File: config.mk
export PLATFORM = sky130hd
export DESIGN_NAME = sram_arbiter
export DESIGN_NICKNAME = d
export VERILOG_FILES = /design/src/rtl/sram_arb_pkg.sv /design/src/rtl/sram_arbiter.sv
export SDC_FILE = /design/constraint.sdc
export NUM_CORES = 1
export LEC_CHECK = 0
export CORE_MARGIN = 5
export CORE_UTILIZATION = 37
export DETAILED_ROUTE_END_ITERATION = 16
export PLACE_DENSITY = 0.79
export SLEW_MARGIN = 20
export SYNTH_ARGS = -nofsm -noshare
export SYNTH_HDL_FRONTEND = slang
export SYNTH_SLANG_ARGS = --single-unit
File: constraint.sdc
create_clock -name clk_sys -period 1.6 [get_ports clk_sys]
set_input_delay 0.24 -clock clk_sys [delete_from_list [all_inputs] [get_ports clk_sys]]
set_output_delay 0.24 -clock clk_sys [all_outputs]
set_load 0.1 [all_outputs]
File: src/rtl/sram_arb_pkg.sv
// Shared types and helpers for the two-port asynchronous SRAM arbiter.
package sram_arb_pkg;

   localparam int SRAM_ADDR_W = 19;
   localparam int SRAM_DATA_W = 8;

   // Access sequencing: address setup, strobe, hold/ack.
   typedef enum logic [1:0] {
      IDLE   = 2'd0,
      SETUP  = 2'd1,
      ACCESS = 2'd2,
      DONE   = 2'd3
   } state_t;

   // Round-robin pick between two requesters; returns the port index to grant.
   // A lone requester always wins; on a tie the port not granted last time wins.
   function automatic logic next_grant(input logic req0,
                                       input logic req1,
                                       input logic last_grant);
      logic grant;
      if (req0 && req1) begin
         grant = ~last_grant;
      end else if (req1) begin
         grant = 1'b1;
      end else begin
         grant = 1'b0;
      end
      return grant;
   endfunction

endpackage

File: src/rtl/sram_arbiter.sv
// Two-requester arbiter for the board's single asynchronous 8-bit SRAM.
// Port 0 is the core CPU memory port, port 1 the data_io loader. Each access
// runs IDLE -> SETUP -> ACCESS (WAIT_CYCLES) -> DONE. All pin-facing outputs
// are registered and track the state they belong to; the enclosing top owns
// the tristate (sram_data_io = sram_data_oe ? sram_data_o : 'z).
module sram_arbiter
   import sram_arb_pkg::*;
#(
   parameter int ADDR_W      = SRAM_ADDR_W,
   parameter int DATA_W      = SRAM_DATA_W,
   parameter int WAIT_CYCLES = 2
) (
   input  logic              clk_sys,
   input  logic              reset,
   input  logic              req0,
   input  logic              we0,
   input  logic [ADDR_W-1:0] addr0,
   input  logic [DATA_W-1:0] wdata0,
   output logic              ack0,
   input  logic              req1,
   input  logic              we1,
   input  logic [ADDR_W-1:0] addr1,
   input  logic [DATA_W-1:0] wdata1,
   output logic              ack1,
   output logic [DATA_W-1:0] rdata,
   output logic              busy,
   output logic [ADDR_W-1:0] sram_addr_o,
   output logic [DATA_W-1:0] sram_data_o,
   output logic              sram_data_oe,
   input  logic [DATA_W-1:0] sram_data_i,
   output logic              sram_we_n_o,
   output logic              sram_oe_n_o
);

   // Counter is loaded with WAIT_CYCLES-1 so ACCESS lasts exactly WAIT_CYCLES.
   localparam logic [3:0] CNT_LOAD = 4'(WAIT_CYCLES - 1);

   state_t            state_r, state_nxt;
   logic [3:0]        cnt_r, cnt_nxt;
   logic              grant_r, grant_nxt;
   logic              we_r, we_nxt;
   logic              last_grant_r, last_grant_nxt;
   logic              sel_s;
   logic [ADDR_W-1:0] addr_nxt;
   logic [DATA_W-1:0] data_nxt;
   logic [DATA_W-1:0] rdata_nxt;
   logic              we_n_nxt, oe_n_nxt, data_oe_nxt;
   logic              ack0_nxt, ack1_nxt, busy_nxt;

   // Next-state logic plus the pin values for the state being entered.
   always_comb begin
      state_nxt      = state_r;
      cnt_nxt        = cnt_r;
      grant_nxt      = grant_r;
      we_nxt         = we_r;
      last_grant_nxt = last_grant_r;
      addr_nxt       = sram_addr_o;
      data_nxt       = sram_data_o;
      rdata_nxt      = rdata;
      we_n_nxt       = 1'b1;
      oe_n_nxt       = 1'b1;
      data_oe_nxt    = 1'b0;
      ack0_nxt       = 1'b0;
      ack1_nxt       = 1'b0;
      sel_s          = next_grant(req0, req1, last_grant_r);

      case (state_r)
         IDLE: begin
            if (req0 || req1) begin
               grant_nxt      = sel_s;
               last_grant_nxt = sel_s;
               if (sel_s) begin
                  we_nxt   = we1;
                  addr_nxt = addr1;
                  data_nxt = wdata1;
               end else begin
                  we_nxt   = we0;
                  addr_nxt = addr0;
                  data_nxt = wdata0;
               end
               state_nxt   = SETUP;
               // SETUP: a read opens OE, a write drives data but holds WE off.
               oe_n_nxt    = we_nxt;
               data_oe_nxt = we_nxt;
            end else begin
               state_nxt = IDLE;
            end
         end
         SETUP: begin
            state_nxt   = ACCESS;
            cnt_nxt     = CNT_LOAD;
            oe_n_nxt    = we_r;
            we_n_nxt    = ~we_r;
            data_oe_nxt = we_r;
         end
         ACCESS: begin
            if (cnt_r == 4'd0) begin
               state_nxt   = DONE;
               // DONE is the hold cycle: strobes off, write data still driven.
               data_oe_nxt = we_r;
               if (grant_r) begin
                  ack1_nxt = 1'b1;
               end else begin
                  ack0_nxt = 1'b1;
               end
               if (!we_r) begin
                  rdata_nxt = sram_data_i;
               end else begin
                  rdata_nxt = rdata;
               end
            end else begin
               cnt_nxt     = cnt_r - 4'd1;
               oe_n_nxt    = we_r;
               we_n_nxt    = ~we_r;
               data_oe_nxt = we_r;
            end
         end
         DONE: begin
            state_nxt = IDLE;
         end
         default: begin
            state_nxt = IDLE;
         end
      endcase

      busy_nxt = (state_nxt != IDLE);
   end

   // State, sequencing registers and all registered outputs; reset releases the bus at once.
   always_ff @(posedge clk_sys or posedge reset) begin
      if (reset) begin
         state_r      <= IDLE;
         cnt_r        <= 4'd0;
         grant_r      <= 1'b0;
         we_r         <= 1'b0;
         last_grant_r <= 1'b1;
         sram_addr_o  <= {ADDR_W{1'b0}};
         sram_data_o  <= {DATA_W{1'b0}};
         rdata        <= {DATA_W{1'b0}};
         sram_we_n_o  <= 1'b1;
         sram_oe_n_o  <= 1'b1;
         sram_data_oe <= 1'b0;
         ack0         <= 1'b0;
         ack1         <= 1'b0;
         busy         <= 1'b0;
      end else begin
         state_r      <= state_nxt;
         cnt_r        <= cnt_nxt;
         grant_r      <= grant_nxt;
         we_r         <= we_nxt;
         last_grant_r <= last_grant_nxt;
         sram_addr_o  <= addr_nxt;
         sram_data_o  <= data_nxt;
         rdata        <= rdata_nxt;
         sram_we_n_o  <= we_n_nxt;
         sram_oe_n_o  <= oe_n_nxt;
         sram_data_oe <= data_oe_nxt;
         ack0         <= ack0_nxt;
         ack1         <= ack1_nxt;
         busy         <= busy_nxt;
      end
   end

endmodule
==> impl_summary.log, run 1 <==
[metrics] initial drt markers: 51
[metrics] Layout fillers: 475
[metrics] Post-DP HPWL: 4820 um
[metrics] drc violations: 0
[metrics] clock transition at the registers of the reported paths: ~90 ps
[metrics] count of different cell masters after synthesis: 36
[metrics] Antenna Violating Nets Remaining: 0
[metrics] number of rows created at floorplan: 29
[metrics] Final Hold Fails: 0
[metrics] share of synthesized flip-flops with an asynchronous set or reset: 1.00
[metrics] CTS Sinks: 50
[metrics] number of synthesized register bits: 50
[metrics] number of antenna violations at the first check in global routing: 0
[metrics] most used flip-flop cell after synthesis: sky130_fd_sc_hd__dfrtp_1
[metrics] average instance area after synthesis: between 10 and 15 um^2
[metrics] area inside the core boundary: 6240 um^2
[metrics] effective utilization at floorplan: 0.374
[metrics] global route total overflow: 0
[metrics] TritonCTS clock tree: built
[metrics] Hold Path Class: input port to async pin
[metrics] count of flip-flops with a built-in enable after synthesis: 0
[metrics] Tmin final: 1530 ps
[metrics] netlist area before placement: between 2000 and 2500 um^2
[metrics] run status: completed
[metrics] Post-Route Skew: 4.57 ps
[metrics] RSZ-0062 raised after global routing: true
[metrics] path type of the worst setup path: register to register
[metrics] CTS HTree Levels: 2
[metrics] top cells by count, synth: sky130_fd_sc_hd__dfrtp_1 (47), sky130_fd_sc_hd__nand2_1 (34), sky130_fd_sc_hd__mux2i_1 (27)
[metrics] top cell type's share of synthesized area: 0.503
[metrics] hold-fix buffers at CTS: 0
[metrics] post-route fraction of the period consumed by the critical path: 0.958
[metrics] cell with the most instances after synthesis: sky130_fd_sc_hd__dfrtp_1
[metrics] number of placed I/O pins: roughly 110
[metrics] cell taking the most area after synthesis: sky130_fd_sc_hd__dfrtp_1
[metrics] Chip Width: 89.5 um
[metrics] nature of the critical path startpoint: register
[metrics] vias post-DR: between 1500 and 2000
[metrics] maximum clock insertion buffer count: 2
[metrics] number of vias per cell after detailed routing: about 4.9
[metrics] via count of the first global-routing pass: 1894
[metrics] clock latency on the worst-skew pair: 290 ps
[metrics] total number of nets in the final design: 398
[metrics] post-DR wirelength/cell: 14.9 um
[metrics] sequential area share after synthesis: 0.537
[metrics] Crit path arrival time: 1720 ps
[metrics] pin count of the biggest net entering global routing: 51
[metrics] global-route wire length before repair: 9170 um
[metrics] total count of max-transition violations in the final report: 0
[metrics] worst slew pin tran: 275 ps
[metrics] count of endpoints failing setup in the final report: 0
[metrics] Reg area: around 1300 um^2
[metrics] clk root buf: sky130_fd_sc_hd__clkbuf_8
[metrics] gpl congestion: 0.781
[metrics] TritonCTS Buffers: 5
[metrics] Syn. warnings: 0
[metrics] count of buffers from port buffering: 108
[metrics] Ant. Diodes: 0
[metrics] layout cells sized above 1: 0.252
[metrics] area occupied by multi-input gates: 988 um^2
[metrics] Setup crit end kind: register
[metrics] die span in y: 89.5 um
[metrics] post-synthesis to final-layout area growth: 76.6%
[metrics] Required @ worst endpoint: 1790 ps
[metrics] overall routing resource usage: 0.150
[metrics] net count after synthesis: 278
[metrics] max-cap violation count: 0
[metrics] total routed wirelength: 6020 um
[metrics] first-pass iteration count of the detailed router: 4
[metrics] Slew headroom: 0.815
[metrics] worst-path fanout max: 8
[metrics] die footprint: 8000 um^2
[metrics] final setup TNS: 0 ps
[metrics] Mapped Cells: 205
[metrics] Achievable Freq: 652 MHz
[metrics] leading post-synthesis cells by cell area: sky130_fd_sc_hd__dfrtp_1 (50%), sky130_fd_sc_hd__mux2i_1 (12%), sky130_fd_sc_hd__nand2_1 (5.5%), sky130_fd_sc_hd__o21ai_1 (4.3%), sky130_fd_sc_hd__mux2_2 (3.9%)
final cells by class:
type,count,share of cell area
sequential,50,0.304
multi-input combinational,137,0.240
clock buffer,7,0.0185
timing repair buffer,122,0.399
inverter,9,0.00819
tap,77,0.0233
clock inverter,1,0.00728
cell families (layout without fill, tap and decap cells):
kind of cell,Yosys count,in the layout,synth area share
and+or+nand+nor,48,48,0.103
DFF,50,50,0.537
AOI/OAI and AO/OA,49,49,0.127
adders and majority gates,5,5,0.0268
buffers and inverters,18,139,0.0509
muxes,35,35,0.154
routing by layer:
layer / GRT usage / routed length, um / vias to the layer above
met3: 0.0470 / 525 / 6
li1: - / - / 957
met5: 0 / 0 / -
met2: 0.257 / 3110 / 66
met4: 0.0474 / 54 / 0
met1: 0.179 / 2330 / 934
timing repair:
item | 4_1_cts | 5_1_grt
resized for setup | 0 | 4
setup endpoints to repair | 0 | 12
buffers inserted | 0 | 1
final timing paths:
kind,from,to,slack (ps),depth (start not counted)
worst min register to register,grant_r,ack0,480,1
worst min-delay path,reset,sram_addr_o[9],300,3
min in group clk_sys,grant_r,ack0,480,1
worst max-delay path,state_r[0],rdata[5],70,5
max in group asynchronous,reset,sram_we_n_o,1010,3
worst max register to register,state_r[0],rdata[5],70,5
per-stage QoR:
| stage | hold WS [ps] | worst slack (ps) | instances | utilization | cell area [um^2] |
|---|---|---|---|---|---|
| finish | 299 | 66.6 | 403 | 0.661 | 4130 |
| global route | 327 | -13.8 | 403 | 0.661 | 4130 |
| CTS | 308 | 8.82 | 402 | 0.658 | 4100 |
| detailed placement | 477 | -7.17 | 394 | 0.641 | 4000 |
| global placement | 464 | 26.9 | 394 | 0.641 | 4000 |
| floorplan | 310 | 26.5 | 205 | - | 2340 |
state kept, by name, indices dropped and copies added (netlist names):
register,cells
grant_r,1
last_grant_r,1
ack1,1
sram_we_n_o,1
sram_addr_o,19
ack0,1
busy,1
state_r,2
we_r,1
sram_data_o,8
rdata,8
cnt_r,4
sram_oe_n_o,1
sram_data_oe,1
layout by cell type, fill, tap and decap left out, types with 3 or more instances in the layout:
| cell | n |
|---|---|
| sky130_fd_sc_hd__clkdlybuf4s50_1 | 67 |
| sky130_fd_sc_hd__dfrtp_1 | 47 |
| sky130_fd_sc_hd__buf_12 | 45 |
| sky130_fd_sc_hd__nand2_1 | 34 |
| sky130_fd_sc_hd__mux2i_1 | 27 |
| sky130_fd_sc_hd__o21ai_1 | 19 |
| sky130_fd_sc_hd__o21ai_0 | 13 |
| sky130_fd_sc_hd__buf_4 | 10 |
| sky130_fd_sc_hd__inv_1 | 8 |
| sky130_fd_sc_hd__mux2_2 | 8 |
| sky130_fd_sc_hd__clkbuf_8 | 5 |
| sky130_fd_sc_hd__a21oi_1 | 3 |
| sky130_fd_sc_hd__nor2_1 | 3 |
| sky130_fd_sc_hd__ha_1 | 3 |
| sky130_fd_sc_hd__dfstp_2 | 3 |
critical path: stages, from the launching register on:
cell	delay, ps
sky130_fd_sc_hd__dfrtp_1	380
sky130_fd_sc_hd__inv_1	80
sky130_fd_sc_hd__ha_2	210
sky130_fd_sc_hd__nand4bb_4	130
sky130_fd_sc_hd__nor2_4	250
sky130_fd_sc_hd__mux2_2	370
Power of run 1 is left out: the tool's default activity adds up to more than one toggle a clock period on the data nets, which glitch-free logic cannot reach.
==> run 2, diff against run 1 <==
Settings changed: CORE_ASPECT_RATIO set to 1.4.
==> impl_summary.log, run 2 (synthesis results as in run 1) <==
[metrics] run status: completed
[metrics] gpl congestion: 0.830
[metrics] worst-path fanout max: 8
[metrics] area inside the core boundary: slightly above 6000 um^2
[metrics] pin count of the biggest net entering global routing: 35
[metrics] max-cap violation count: 0
[metrics] post-synthesis to final-layout area growth: 76.2%
[metrics] met2 GRT Util: 0.282
[metrics] Slew headroom: 0.769
[metrics] CTS HTree Levels: 2
[metrics] path type of the worst setup path: register to register
[metrics] Reg area: 1250 um^2
[metrics] overall routing resource usage: 0.156
[metrics] Post-Route Skew: 5.44 ps
[metrics] Final Hold Fails: 0
[metrics] Ant. Diodes: 0
[metrics] total number of nets in the final design: slightly below 400
[metrics] hold-fix buffers at CTS: 0
[metrics] layout cells sized above 1: 0.255
[metrics] nature of the critical path startpoint: register
[metrics] vias post-DR: 1962
[metrics] number of rows created at floorplan: 34
[metrics] total count of max-transition violations in the final report: 0
[metrics] Chip Width: just under 80 um
[metrics] Largest register FFs: 19
[metrics] final standard cell area without fillers: around 4100 um^2
[metrics] Most flops, register: sram_addr_o
[metrics] worst slew pin tran: 346 ps
[metrics] total routed wirelength: 6090 um
[metrics] die footprint: between 8000 and 9000 um^2
[metrics] CTS Sinks: 50
[metrics] most frequent cells in the layout: sky130_fd_sc_hd__clkdlybuf4s50_1 (67), sky130_fd_sc_hd__dfrtp_1 (47), sky130_fd_sc_hd__buf_12 (44), sky130_fd_sc_hd__nand2_1 (34), sky130_fd_sc_hd__mux2i_1 (27)
[metrics] via count of the first global-routing pass: 2084
[metrics] Antenna Violating Nets Remaining: 0
[metrics] most common cell after layout, fill and taps aside: sky130_fd_sc_hd__clkdlybuf4s50_1
[metrics] clk root buf: sky130_fd_sc_hd__clkbuf_8
[metrics] TritonCTS Buffers: 5
[metrics] final hold slack: 292 ps
[metrics] DP Worst Slack: ~13 ps
[metrics] effective utilization at floorplan: 0.379
[metrics] Hold Path Class: input port to async pin
[metrics] Setup crit end kind: register
[metrics] final setup slack of the worst path: a little under 60 ps
[metrics] clock transition at the registers of the reported paths: 90 ps
[metrics] number of placed I/O pins: 109
[metrics] Regs by FF count: sram_addr_o (19), rdata (8), sram_data_o (8)
[metrics] drc violations: 0
[metrics] initial drt markers: 62
[metrics] number of antenna violations at the first check in global routing: 0
[metrics] Tmin final: 1540 ps
[metrics] TritonCTS clock tree: built
[metrics] post-route fraction of the period consumed by the critical path: 0.963
[metrics] met1 usage: 0.169
[metrics] Placed Area: 3990 um^2
[metrics] clock latency on the worst-skew pair: 310 ps
[metrics] global route total overflow: 0
[metrics] Required @ worst endpoint: 1800 ps
[metrics] count of endpoints failing setup in the final report: 0
[metrics] busiest metal layer after global routing: met2
[metrics] number of vias per cell after detailed routing: slightly below 5
[metrics] Layout fillers: approximately 440
[metrics] post-DR wirelength/cell: 15.3 um
[metrics] post-CTS setup repair buffer count: 0
[metrics] global-route wire length before repair: about 10000 um
[metrics] maximum clock insertion buffer count: 2
[metrics] first-pass iteration count of the detailed router: 4
[metrics] die span in y: 104 um
[metrics] Post-DP HPWL: around 4900 um
[metrics] Crit path arrival time: approximately 1700 ps
[metrics] area occupied by multi-input gates: 993 um^2
[metrics] count of buffers from port buffering: 108
[metrics] routing usage on met3: 0.0277
[metrics] Achievable Freq: 649 MHz
[metrics] final core utilization: 0.667
-- run 2: cell type report --
class,count,share of cell area
inverter,9,0.00821
multi-input combinational,137,0.241
timing repair buffer,122,0.397
sequential,50,0.305
clock inverter,3,0.00973
clock buffer,5,0.0167
tap,72,0.0219
-- run 2: repair_timing --
item                                    CTS  global route
hold endpoints to repair                  0             0
gates resized for setup                   0             4
endpoints found under the setup margin    0            13
-- run 2: routing by layer --
metal  wire length [um]  up-vias
li1                   -      953
met1               2240      934
met2               3370       62
met3                298       13
met4                193        0
met5                  0        -
-- run 2: path summary, 6_finish.rpt --
kind,slack [ps],from,depth (start not counted),to
max,60,state_r[0],5,rdata[3]
max reg2reg,60,state_r[0],5,rdata[3]
min,290,reset,3,sram_data_oe
max in group asynchronous,1030,reset,3,sram_we_n_o
min reg2reg,460,grant_r,1,ack0
min in group clk_sys,460,grant_r,1,ack0
-- run 2: critical path: stages (launching register included) --
cell and delay [ps]:
sky130_fd_sc_hd__dfrtp_1 390, sky130_fd_sc_hd__inv_1 90, sky130_fd_sc_hd__ha_2 220, sky130_fd_sc_hd__nand4bb_4 130, sky130_fd_sc_hd__nor2_4 230, sky130_fd_sc_hd__mux2_2 370
-- run 2: through the flow --
stage	cells	TNS, ps
floorplan	205	0
global placement	390	0
detailed placement	390	0
CTS	398	0
global route	398	-24.4
finish	398	0
Power of run 2 is left out for the same reason.
==> run 3, diff against run 2 <==
Settings changed: PLACE_DENSITY 0.79 to 0.74.
==> impl_summary.log, run 3 (synthesis results as in run 1) <==
[metrics] clock latency on the worst-skew pair: 290 ps
[metrics] Regs by FF count: sram_addr_o (19), rdata (8), sram_data_o (8)
[metrics] CTS Sinks: 50
[metrics] path type of the worst setup path: register to register
[metrics] Setup crit end kind: register
[metrics] origin of the critical flop-to-flop path: cnt_r[1]
[metrics] Tmin final: 1510 ps
[metrics] TritonCTS clock tree: built
[metrics] vias post-DR: 1957
[metrics] Largest register FFs: 19
[metrics] R2R setup slack: 90 ps
[metrics] global route total overflow: 0
[metrics] count of endpoints failing setup in the final report: 0
[metrics] number of antenna violations at the first check in global routing: 0
[metrics] CTS HTree Levels: 2
[metrics] Post-Route Skew: between 8 and 9 ps
[metrics] crit path capture: cnt_r[3]
[metrics] max-cap violation count: 0
[metrics] Chip Width: 77.2 um
[metrics] post-synthesis to final-layout area growth: 76.9%
[metrics] depth of the worst register-to-register path: 5
[metrics] Slew headroom: 0.781
[metrics] maximum clock insertion buffer count: 2
[metrics] Final Hold Fails: 0
[metrics] Achievable Freq: approximately 660 MHz
[metrics] most frequent cells in the layout: sky130_fd_sc_hd__clkdlybuf4s50_1 (67), sky130_fd_sc_hd__dfrtp_1 (47), sky130_fd_sc_hd__buf_12 (45), sky130_fd_sc_hd__nand2_1 (34), sky130_fd_sc_hd__mux2i_1 (27)
[metrics] die span in y: 104 um
[metrics] number of placed I/O pins: 109
[metrics] nature of the critical path startpoint: register
[metrics] final std cells w/o fill: 399
[metrics] gpl congestion: between 0.8 and 0.9
[metrics] Layout fillers: 475
[metrics] clock transition at the registers of the reported paths: 90 ps
[metrics] post-route fraction of the period consumed by the critical path: 0.944
[metrics] effective utilization at floorplan: 0.379
[metrics] cell total after placement: 390
[metrics] Crit path arrival time: 1710 ps
[metrics] total number of nets in the final design: between 300 and 400
[metrics] Required @ worst endpoint: approximately 1800 ps
[metrics] total count of max-transition violations in the final report: 0
[metrics] first-pass iteration count of the detailed router: 4
[metrics] startpoint of the worst setup timing path: cnt_r[1]
[metrics] post-DR wirelength/cell: 15.6 um
[metrics] clk root buf: sky130_fd_sc_hd__clkbuf_8
[metrics] TritonCTS Buffers: 5
[metrics] layout cells sized above 1: 0.257
[metrics] RSZ-0062 raised after global routing: false
[metrics] total routed wirelength: 6220 um
[metrics] Ant. Diodes: 0
[metrics] Hold Path Class: input port to async pin
[metrics] worst slew pin tran: between 300 and 400 ps
[metrics] global-route wire length before repair: 10200 um
[metrics] most common cell after layout, fill and taps aside: sky130_fd_sc_hd__clkdlybuf4s50_1
[metrics] number of vias per cell after detailed routing: just under 5
[metrics] initial drt markers: 57
[metrics] number of rows created at floorplan: 34
[metrics] die footprint: ~8000 um^2
[metrics] Post-DP HPWL: 4940 um
[metrics] worst-path fanout max: 5
[metrics] critical register-to-register path endpoint: cnt_r[3]
[metrics] hold-fix buffers at CTS: 0
[metrics] area inside the core boundary: 6170 um^2
[metrics] overall routing resource usage: 0.155
[metrics] Antenna Violating Nets Remaining: 0
[metrics] via count of the first global-routing pass: 2049
[metrics] run status: completed
[metrics] pin count of the biggest net entering global routing: 51
[metrics] drc violations: 0
[metrics] Most flops, register: sram_addr_o
[metrics] count of buffers from port buffering: about 110
==> run 3: cell types whose count changed in the layout (fill, tap and decap cells not counted), sizes merged <==
| cell | delta |
|---|---|
| buf | +1 |
| bufinv | -1 |
| clkinv | -2 |
| clkbuf | +3 |
==> run 3: cell type report <==
cell class	count	area, um^2	share of cell area
clock buffer	8	90.1	0.0218
inverter	9	33.8	0.00818
multi-input combinational	137	1010	0.244
sequential	50	1250	0.304
tap	72	90.1	0.0218
timing repair buffer	123	1650	0.400
==> run 3: per-layer routing <==
metal  global-route usage  vias up  part of all wire
li1                     -      953                 -
met1                0.167      936              0.37
met2                0.284       57              0.56
met3               0.0373       11             0.051
met4               0.0627        0             0.026
met5                    0        -                 0
==> run 3: per-stage QoR <==
stage	utilization	TNS, ps	instance area [um^2]	hold WS (ps)	worst slack, ps
CTS	0.665	0	4100	299	12.9
global route	0.670	0	4130	310	3.19
detailed placement	0.648	-59.1	4000	465	-58.0
floorplan	-	0	2340	310	26.5
finish	0.670	0	4130	295	90.0
global placement	0.648	0	4000	454	36.5
==> run 3: critical path: stages (launching register included) <==
cell	delay, ps
sky130_fd_sc_hd__dfrtp_1	360
sky130_fd_sc_hd__inv_1	70
sky130_fd_sc_hd__ha_4	180
sky130_fd_sc_hd__nor3b_2	190
sky130_fd_sc_hd__or4_1	420
sky130_fd_sc_hd__o31ai_2	210
==> run 3: worst min-delay path by stage <==
stage	start	to	slack, ps	depth (start not counted)
after floorplan	req0	last_grant_r	310	1
after global placement	grant_r	ack0	450	1
after detailed placement	grant_r	ack0	460	1
after CTS	reset	sram_data_o[4]	300	3
after global routing	reset	sram_data_o[4]	310	3
final	reset	sram_data_o[4]	290	3
==> run 3: repair_timing <==
action / 4_1_cts / 5_1_grt
endpoints found under the setup margin: 1 / 13
gates resized for setup: 1 / 6
buffers inserted: 1 / 0
pin swaps: 0 / 1
Power of run 3 is left out for the same reason.
